$ cat src/rtl/freq_meter_pkg.sv
// Shared types and constants for the frequency-meter counter slice.
// No ports; imported by bcd_digit and bcd_gated_counter.
package freq_meter_pkg;

    localparam int         BCD_W      = 4;
    localparam logic [3:0] BCD_MAX    = 4'd9;
    localparam int         MAX_DIGITS = 16;

    typedef enum logic [1:0] {
        IDLE,
        COUNT,
        LATCH
    } state_t;

endpackage

$ cat src/rtl/bcd_digit.sv
// One BCD decade of the running count.
// Ports:
//   clk_50M  system clock
//   rst_n    asynchronous active-low reset
//   clr      synchronous zero, wins over inc
//   inc      global increment strobe for this cycle
//   cin      carry from the lower decade (tie to 1 for the units digit)
//   q        current decade value, always 0..9
//   cout     carry to the next decade: cin while this decade sits at 9
module bcd_digit
    import freq_meter_pkg::*;
(
    input  logic             clk_50M,
    input  logic             rst_n,
    input  logic             clr,
    input  logic             inc,
    input  logic             cin,
    output logic [BCD_W-1:0] q,
    output logic             cout
);

    // Combinational so a full ripple resolves within one cycle.
    assign cout = cin & (q == BCD_MAX);

    always_ff @(posedge clk_50M or negedge rst_n) begin
        if (!rst_n) begin
            q <= '0;
        end else if (clr) begin
            q <= '0;
        end else if (inc && cin) begin
            q <= (q == BCD_MAX) ? '0 : q + 4'd1;
        end
    end

endmodule

$ cat src/rtl/bcd_gated_counter.sv
// Gated decade counter for the frequency meter.
// Counts rising edges of ext_signal while the gate counter_en is high and,
// when the gate closes, latches the count into result with a one-cycle
// result_valid pulse. All asynchronous inputs are synchronised to clk_50M.
//
// Build option: BCD_CNT_SATURATE_EN
//   defined     - on overflow the count holds at all 9s, further edges ignored
//   not defined - on overflow the count wraps to 0 and keeps counting
//   In both cases the sticky overflow flag is reported through over.
//
// Ports:
//   clk_50M       system clock
//   rst_n         asynchronous active-low reset
//   ext_signal    measured signal (async)
//   counter_en    gate, count while high (async)
//   clear         zero count/result/over request (async)
//   result        latched BCD count, digit k at [4k+3:4k]
//   over          overflow flag belonging to result
//   result_valid  one-cycle pulse when result/over update
//   busy          high while the FSM is in COUNT or LATCH
//
// state | meaning
// ------+---------------------------------------------------------------
// IDLE  | waiting for the gate; count is zeroed when the gate is seen high
// COUNT | gate open, each synchronised rising edge adds one
// LATCH | gate closed, copy count/ovf into result/over, pulse result_valid
module bcd_gated_counter
    import freq_meter_pkg::*;
#(
    parameter int NUM_DIGITS  = 8,
    parameter int SYNC_STAGES = 2
) (
    input  logic                        clk_50M,
    input  logic                        rst_n,
    input  logic                        ext_signal,
    input  logic                        counter_en,
    input  logic                        clear,
    output logic [BCD_W*NUM_DIGITS-1:0] result,
    output logic                        over,
    output logic                        result_valid,
    output logic                        busy
);

    if (NUM_DIGITS < 1 || NUM_DIGITS > MAX_DIGITS) begin : g_bad_digits
        $error("bcd_gated_counter: NUM_DIGITS out of range 1..16");
    end
    if (SYNC_STAGES < 2 || SYNC_STAGES > 4) begin : g_bad_sync
        $error("bcd_gated_counter: SYNC_STAGES out of range 2..4");
    end

    logic [SYNC_STAGES-1:0] ext_sync;
    logic [SYNC_STAGES-1:0] en_sync;
    logic [SYNC_STAGES-1:0] clr_sync;
    logic                   ext_prev;
    logic                   ext_s;
    logic                   en_s;
    logic                   clr_s;
    logic                   edge_p;

    state_t                        state;
    logic                          ovf;
    logic [BCD_W*NUM_DIGITS-1:0]   count;
    logic [NUM_DIGITS:0]           carry;
    logic                          all_nines;
    logic                          count_step;
    logic                          digit_clr;
    logic                          digit_inc;

    // ---------------------------------------------------------------
    // Synchronisers and edge detector
    // ---------------------------------------------------------------
    always_ff @(posedge clk_50M or negedge rst_n) begin
        if (!rst_n) begin
            ext_sync <= '0;
            en_sync  <= '0;
            clr_sync <= '0;
            ext_prev <= 1'b0;
        end else begin
            ext_sync <= {ext_sync[SYNC_STAGES-2:0], ext_signal};
            en_sync  <= {en_sync[SYNC_STAGES-2:0], counter_en};
            clr_sync <= {clr_sync[SYNC_STAGES-2:0], clear};
            ext_prev <= ext_s;
        end
    end

    assign ext_s  = ext_sync[SYNC_STAGES-1];
    assign en_s   = en_sync[SYNC_STAGES-1];
    assign clr_s  = clr_sync[SYNC_STAGES-1];
    assign edge_p = ext_s & ~ext_prev;

    // ---------------------------------------------------------------
    // Running count: ripple-carry chain of decades
    // ---------------------------------------------------------------
    // carry[NUM_DIGITS] is high exactly when every decade holds 9.
    assign carry[0]   = 1'b1;
    assign all_nines  = carry[NUM_DIGITS];

    // The edge in the cycle en_s is first seen low is deliberately dropped.
    assign count_step = (state == COUNT) & en_s & edge_p;
    assign digit_clr  = clr_s | ((state == IDLE) & en_s);

`ifdef BCD_CNT_SATURATE_EN
    assign digit_inc = count_step & ~all_nines;
`else
    assign digit_inc = count_step;
`endif

    for (genvar k = 0; k < NUM_DIGITS; k++) begin : g_digit
        bcd_digit u_digit (
            .clk_50M (clk_50M),
            .rst_n   (rst_n),
            .clr     (digit_clr),
            .inc     (digit_inc),
            .cin     (carry[k]),
            .q       (count[BCD_W*k +: BCD_W]),
            .cout    (carry[k+1])
        );
    end

    // ---------------------------------------------------------------
    // Control FSM, overflow flag and result register
    // ---------------------------------------------------------------
    always_ff @(posedge clk_50M or negedge rst_n) begin
        if (!rst_n) begin
            state        <= IDLE;
            ovf          <= 1'b0;
            result       <= '0;
            over         <= 1'b0;
            result_valid <= 1'b0;
            busy         <= 1'b0;
        end else if (clr_s) begin
            state        <= IDLE;
            ovf          <= 1'b0;
            result       <= '0;
            over         <= 1'b0;
            result_valid <= 1'b0;
            busy         <= 1'b0;
        end else begin
            result_valid <= 1'b0;
            case (state)
                IDLE: begin
                    if (en_s) begin
                        state <= COUNT;
                        ovf   <= 1'b0;
                        busy  <= 1'b1;
                    end
                end
                COUNT: begin
                    if (!en_s) begin
                        state <= LATCH;
                    end else if (edge_p && all_nines) begin
                        ovf <= 1'b1;
                    end
                end
                LATCH: begin
                    result       <= count;
                    over         <= ovf;
                    result_valid <= 1'b1;
                    state        <= IDLE;
                    busy         <= 1'b0;
                end
                default: begin
                    state <= IDLE;
                    busy  <= 1'b0;
                end
            endcase
        end
    end

endmodule

$ cat config.mk
export PLATFORM = sky130hd
export DESIGN_NAME = bcd_gated_counter
export DESIGN_NICKNAME = d
export VERILOG_FILES = /design/src/rtl/freq_meter_pkg.sv /design/src/rtl/bcd_digit.sv /design/src/rtl/bcd_gated_counter.sv
export SDC_FILE = /design/constraint.sdc
export NUM_CORES = 1
export LEC_CHECK = 0
export ABC_CLOCK_PERIOD_IN_PS = 2600
export CAP_MARGIN = 15
export CELL_PAD_IN_SITES_DETAIL_PLACEMENT = 0
export CELL_PAD_IN_SITES_GLOBAL_PLACEMENT = 1
export CORE_UTILIZATION = 45
export CTS_CLUSTER_DIAMETER = 200
export DETAILED_ROUTE_END_ITERATION = 7
export PLACE_DENSITY = 0.88
export SYNTH_ARGS = -nofsm -noshare
export SYNTH_HDL_FRONTEND = slang
export SYNTH_SLANG_ARGS = --single-unit
$ cat constraint.sdc
create_clock -name clk_50M -period 2.6 [get_ports clk_50M]
set_clock_uncertainty 0.2 [all_clocks]
set_input_delay 0.78 -clock clk_50M [delete_from_list [all_inputs] [get_ports clk_50M]]
set_output_delay 0.78 -clock clk_50M [all_outputs]
set_load 0.02 [all_outputs]
**After elaboration in Yosys (flattened, before gate mapping)**

Index checks and enable logic that the tools add are counted.

- Add/sub/neg operators: 8
- Equal/unequal tests: 15
- Muxes and demuxes: 42
- Bitwise operators: 13
- Reduce and logical (&&, ||, !) cells: 22

Operators with widths:

| kind | count |
|---|---|
| $mux 4 | 24 |
| $mux 32 | 2 |
| $add 4x1->4 const B | 8 |
| $eq 4x4->1 const B | 8 |
| $reduce_bool 2->1 | 9 |
| $and 1x1->1 | 11 |
| $mux 1 | 10 |
| $ne 3x3->1 const B | 3 |
| $logic_and 1x1->1 | 8 |
| $mux 2 | 3 |
| $pmux 1 s2 | 2 |
| $pmux 2 s2 | 1 |
| $reduce_and 2->1 | 2 |
| $reduce_and 4->1 | 1 |
| $ne 3x2->1 const B | 1 |
| $reduce_bool 3->1 | 1 |
| $eq 2x1->1 const B | 1 |
| $eq 2x2->1 const B | 1 |
| $logic_not 2->1 | 1 |
| $ne 2x2->1 const B | 1 |
| $not 1->1 | 1 |
| $or 1x1->1 | 1 |

- Flip-flop bits (word level): 77
- Output and inout bits: 35
- Logic and storage cells: 118

**Logic depth before layout (Yosys ltp)**

- Word-level depth: 13
- Mapped depth: 8
- Depth with buffers taken out: 7

**Hierarchy**

From an unflattened synthesis, not the netlist that was laid out.

- Cells, all modules: 307
- Area, all modules: 3479.6 um2

Modules (own cells, without submodules):

| module | instances | cells an instance | area an instance (um2) | sequential area each (um2) |
|---|---|---|---|---|
| bcd_digit | 8 | 26 | 239.0 | 100.1 |
| bcd_gated_counter | 1 | 99 | 1567.8 | 1126.1 |

**Worst setup path before layout**

No wires, ideal clock.

- Path kind: register -> register
- Start point: reg g_digit[0].u_digit.q[1]
- End point: reg g_digit[7].u_digit.q[2]
- Setup time: 0.077 ns
- Data arrival time: 1.904 ns
- Path slack: 0.419 ns
- Stages on the path, launching flop included: 8
- Cell sequence: dfrtp_1 -> inv_1 -> ha_1 -> nand3b_4 -> nor4_4 -> nand3_2 -> or4_1 -> a21oi_1

- Longest elaborated chain between the ends: 9

RTL lines:

| item | RTL line | text |
|---|---|---|
| start, declared | bcd_digit.sv:18 | `output logic [BCD_W-1:0] q,` |
| start signal, assigned | bcd_digit.sv:31 | `q <= (q == BCD_MAX) ? '0 : q + 4'd1;` |
| $eq 4x4->1 | bcd_digit.sv:23 | `assign cout = cin & (q == BCD_MAX);` |
| $and 1x1->1 (6 in series) | bcd_digit.sv:23 |  |
| $logic_and 1x1->1 | bcd_digit.sv:30 | `end else if (inc && cin) begin` |
| $reduce_bool 2->1 (no line) | - |  |
| end signal, assigned | bcd_digit.sv:31 |  |
| end, declared | bcd_digit.sv:18 |  |

No other way between the ends.
A chain may end at the register's enable or synchronous reset.

**Final worst setup path**

Same ends and word-level chain as after synthesis.

==> flow_metrics.tcl <==
set metrics [dict create \
    status "finished clean" \
    setup-tns-final_ns 0 \
    min_path_type "flop to flop" \
    slowest_stage "or4_1" \
    synth-seq-cells 77 \
    grt.total_usage 0.186 \
    drive_above_1_share 0.120 \
    criticalPathCategory "flop to flop" \
    initial_utilization 0.474 \
    required_ns 2.68 \
    die_w_um 90.3 \
    hold_path_startpoint "clr_sync[0]$_DFF_PN0_" \
    fin_util 0.583 \
    cts_buffer_depth 2 \
    worstReg2RegStart "g_digit[0].u_digit.q[1]$_DFFE_PN0P_" \
    timing.fmax_ghz 0.422 \
    syn2layout_area_growth_pct 23.2 \
    cts_made_buffers 9 \
    layout.cells.non_filler 457 \
    ctsResizeCount 0 \
    maxCapViolCount 0 \
    die_h_um 90.3 \
    hpwl_um 4750 \
    worstPathArrival_ns 2.45 \
    worst-path-buf-inv 1 \
    worstSkewPairLatency_ns 0.35 \
    num_io_pins 40 \
    slew-limit-headroom 0.692 \
    cpPeakStageDelay_ns 0.53 \
    whs_ns 0.150 \
    crit_chain "inv_1, ha_1, nand3b_4, nor4_4, nand3_2, or4_1, a21oi_1" \
    rows 31 \
    gr-total-overflow 0 \
    synth.area.top_cells "dfrtp_1, a22o_1, ha_1" \
    hold_viol_final 0 \
    placed_cells 441 \
    critPathTopFamily "simple AND/OR/NAND/NOR gates" \
    worstHoldPathCells 0 \
    synth_edf_count 0 \
    syn_area_sq_mm 0.00351 \
    worstMarginPinSlew_ns 0.463 \
    cp_max_fo 6 \
    yosysSeqAreaShare 0.549 \
    num_antenna_cells 0 \
    detail-route-antenna-nets 0 \
    first_pass_iters 4 \
    grt_pass1_vias 2435 \
    r2r_setup_slack_ns 0.23 \
    via_per_inst 5.42 \
    cts.reportedPaths.clkPinSlew_ns 0.08 \
    synth_top_area_share 0.549 \
    cts_setup_buffers 0 \
    synthDominantAreaCellType "dfrtp_1" \
    p_per_area_mw_per_mm2 580 \
    cts-root-buf "clkbuf_8" \
    core_sq_mm 0.00741 \
    reg2regPathDepth 7 \
    period_share 0.911 \
    synth-main-ff-cell "dfrtp_1" \
    drt_iter0_drc 75 \
    multi_input_area_sq_mm 0.00147 \
    portBuffers 39 \
    design.die.area_sq_mm 0.00815 \
    pre_cts_ws_ns 0.258 \
    timing.final.ws_setup_ns 0.231 \
    regArea_sq_mm 0.00193 \
    final_max_slew_viol_count 0 \
    wl_per_cell_um 14.8 \
    p_leak_nw 2.02 \
    setup_viol 0 \
    fillers 609 \
    layout_min_cycle_time_ns 2.37 \
    grt_pass1_wl_um 11900 \
    cts_tree "done" \
    netlist_instances 302 \
    synth_area_per_cell_sq_um 11.6 \
    end_kind "flop" \
    crit_path_start_kind "flop" \
    whs_endpoint "clr_sync[1]$_DFF_PN0_" \
    gp_congestion 0.807 \
    grt_max_degree 44 \
    antenna_found_initial 0 \
    ys_types 47 \
    cts.htree.levels 3 \
    nets 374 \
    cts_sinks 77 \
    synth_nets 323 \
    drc_errors 0 \
    drt_wl_total_um 6740 \
    vdd_drop_max_mv 0.396 \
    hold_buffers 0 \
    reg2reg_to "g_digit[7].u_digit.q[2]$_DFFE_PN0P_" \
    rsz0062_at_grt "false" \
    synthArstFlopShare 1.00 \
    yosys_warnings 0 \
    vias 2479 \
]
-- flip-flops by register name, indices dropped and copies added (netlist names) --
signal and cells:
busy 1, clr_sync 2, en_sync 2, ext_prev 1, ext_sync 2, g_digit.u_digit.q 32, over 1, ovf 1
result 32, result_valid 1, state 2
-- layer usage --
metal	vias up	wire length [um]	track usage
met4	0	141	0.0901
li1	1208	-	-
met3	12	218	0.0404
met2	46	3000	0.280
met1	1213	3380	0.257
met5	-	0	0
-- Yosys cell counts, types with 5 or more instances --
cell,number
nor2_1,21
nand2_1,17
xnor2_1,5
a22o_1,32
ha_1,16
or3_1,6
clkbuf_1,8
dfrtp_1,77
nand3_1,9
o21ai_0,10
mux2i_1,5
inv_1,12
a21oi_1,18
-- power by group --
part	switching (mW)	leakage [nW]	total, mW	internal, mW
logic	0.0824	0.835	0.130	0.0473
registers	0.0225	1.05	1.24	1.22
clock network	0.420	0.130	1.14	0.717
total	0.525	2.02	2.51	1.98
-- stage by stage --
| step | power [mW] | cell area [sq um] |
|---|---|---|
| finish | 2.51 | 4320 |
| global route | 2.62 | 4320 |
| CTS | 2.53 | 4320 |
| detailed placement | 1.39 | 4060 |
| global placement | 1.39 | 4060 |
| floorplan | 1.32 | 3510 |
-- logic make-up after synthesis --
kind of cell    count (synthesis)  synth area share
fa+ha+maj                      16            0.0571
simple gates                   95             0.164
xor+xnor                        7            0.0175
buf+inv                        24            0.0332
compound gates                 78             0.164
flops                          77             0.549
mux                             5            0.0143
-- cell usage in the layout, fill, tap and decap left out, types with 2 or more instances in the layout --
master            n
or3_1             6
nor2b_1           2
clkbuf_8         12
nand4_1           4
o211ai_1          2
or3_2             2
and3b_1           4
mux2i_1           5
clkdlybuf4s50_1  38
ha_1             16
nand2b_1          4
a22o_1           32
a21oi_1          17
o31a_1            2
nand3b_1          2
xnor2_1           5
a31o_2            2
inv_1            12
a21boi_0          2
nor3_1            4
o21ai_0           9
xor2_1            2
nand2_1          17
and3_1            4
bufinv_16         3
dfrtp_1          77
nand3b_4          3
nor4_1            2
o2bb2ai_1         2
and2_1            3
nand3_1           9
buf_4            13
nor2_1           21
nand3_2           2
-- how the worst max path moves through the flow --
stage	start	to	slack (ns)	cells past startpoint
2_1_floorplan	g_digit[0].u_digit.q[1]$_DFFE_PN0P_	g_digit[7].u_digit.q[2]$_DFFE_PN0P_	0.42	7
3_5_place_dp	g_digit[0].u_digit.q[1]$_DFFE_PN0P_	g_digit[7].u_digit.q[2]$_DFFE_PN0P_	0.26	7
6_report	g_digit[0].u_digit.q[1]$_DFFE_PN0P_	g_digit[7].u_digit.q[2]$_DFFE_PN0P_	0.23	7
5_1_grt	g_digit[0].u_digit.q[1]$_DFFE_PN0P_	g_digit[7].u_digit.q[2]$_DFFE_PN0P_	0.04	7
4_1_cts	g_digit[0].u_digit.q[1]$_DFFE_PN0P_	g_digit[7].u_digit.q[2]$_DFFE_PN0P_	0.24	7
3_3_place_gp	g_digit[0].u_digit.q[1]$_DFFE_PN0P_	g_digit[7].u_digit.q[2]$_DFFE_PN0P_	0.33	7
-- final cells by class --
type / instances / area share
flip-flops and latches: 77 / 0.446
multi-input cells: 201 / 0.340
repair buffers: 52 / 0.115
clock buffers: 13 / 0.0391
well taps: 99 / 0.0287
clock inverters: 3 / 0.0208
inverters: 12 / 0.0104
No activity file was read; power rests on OpenSTA's default activity.
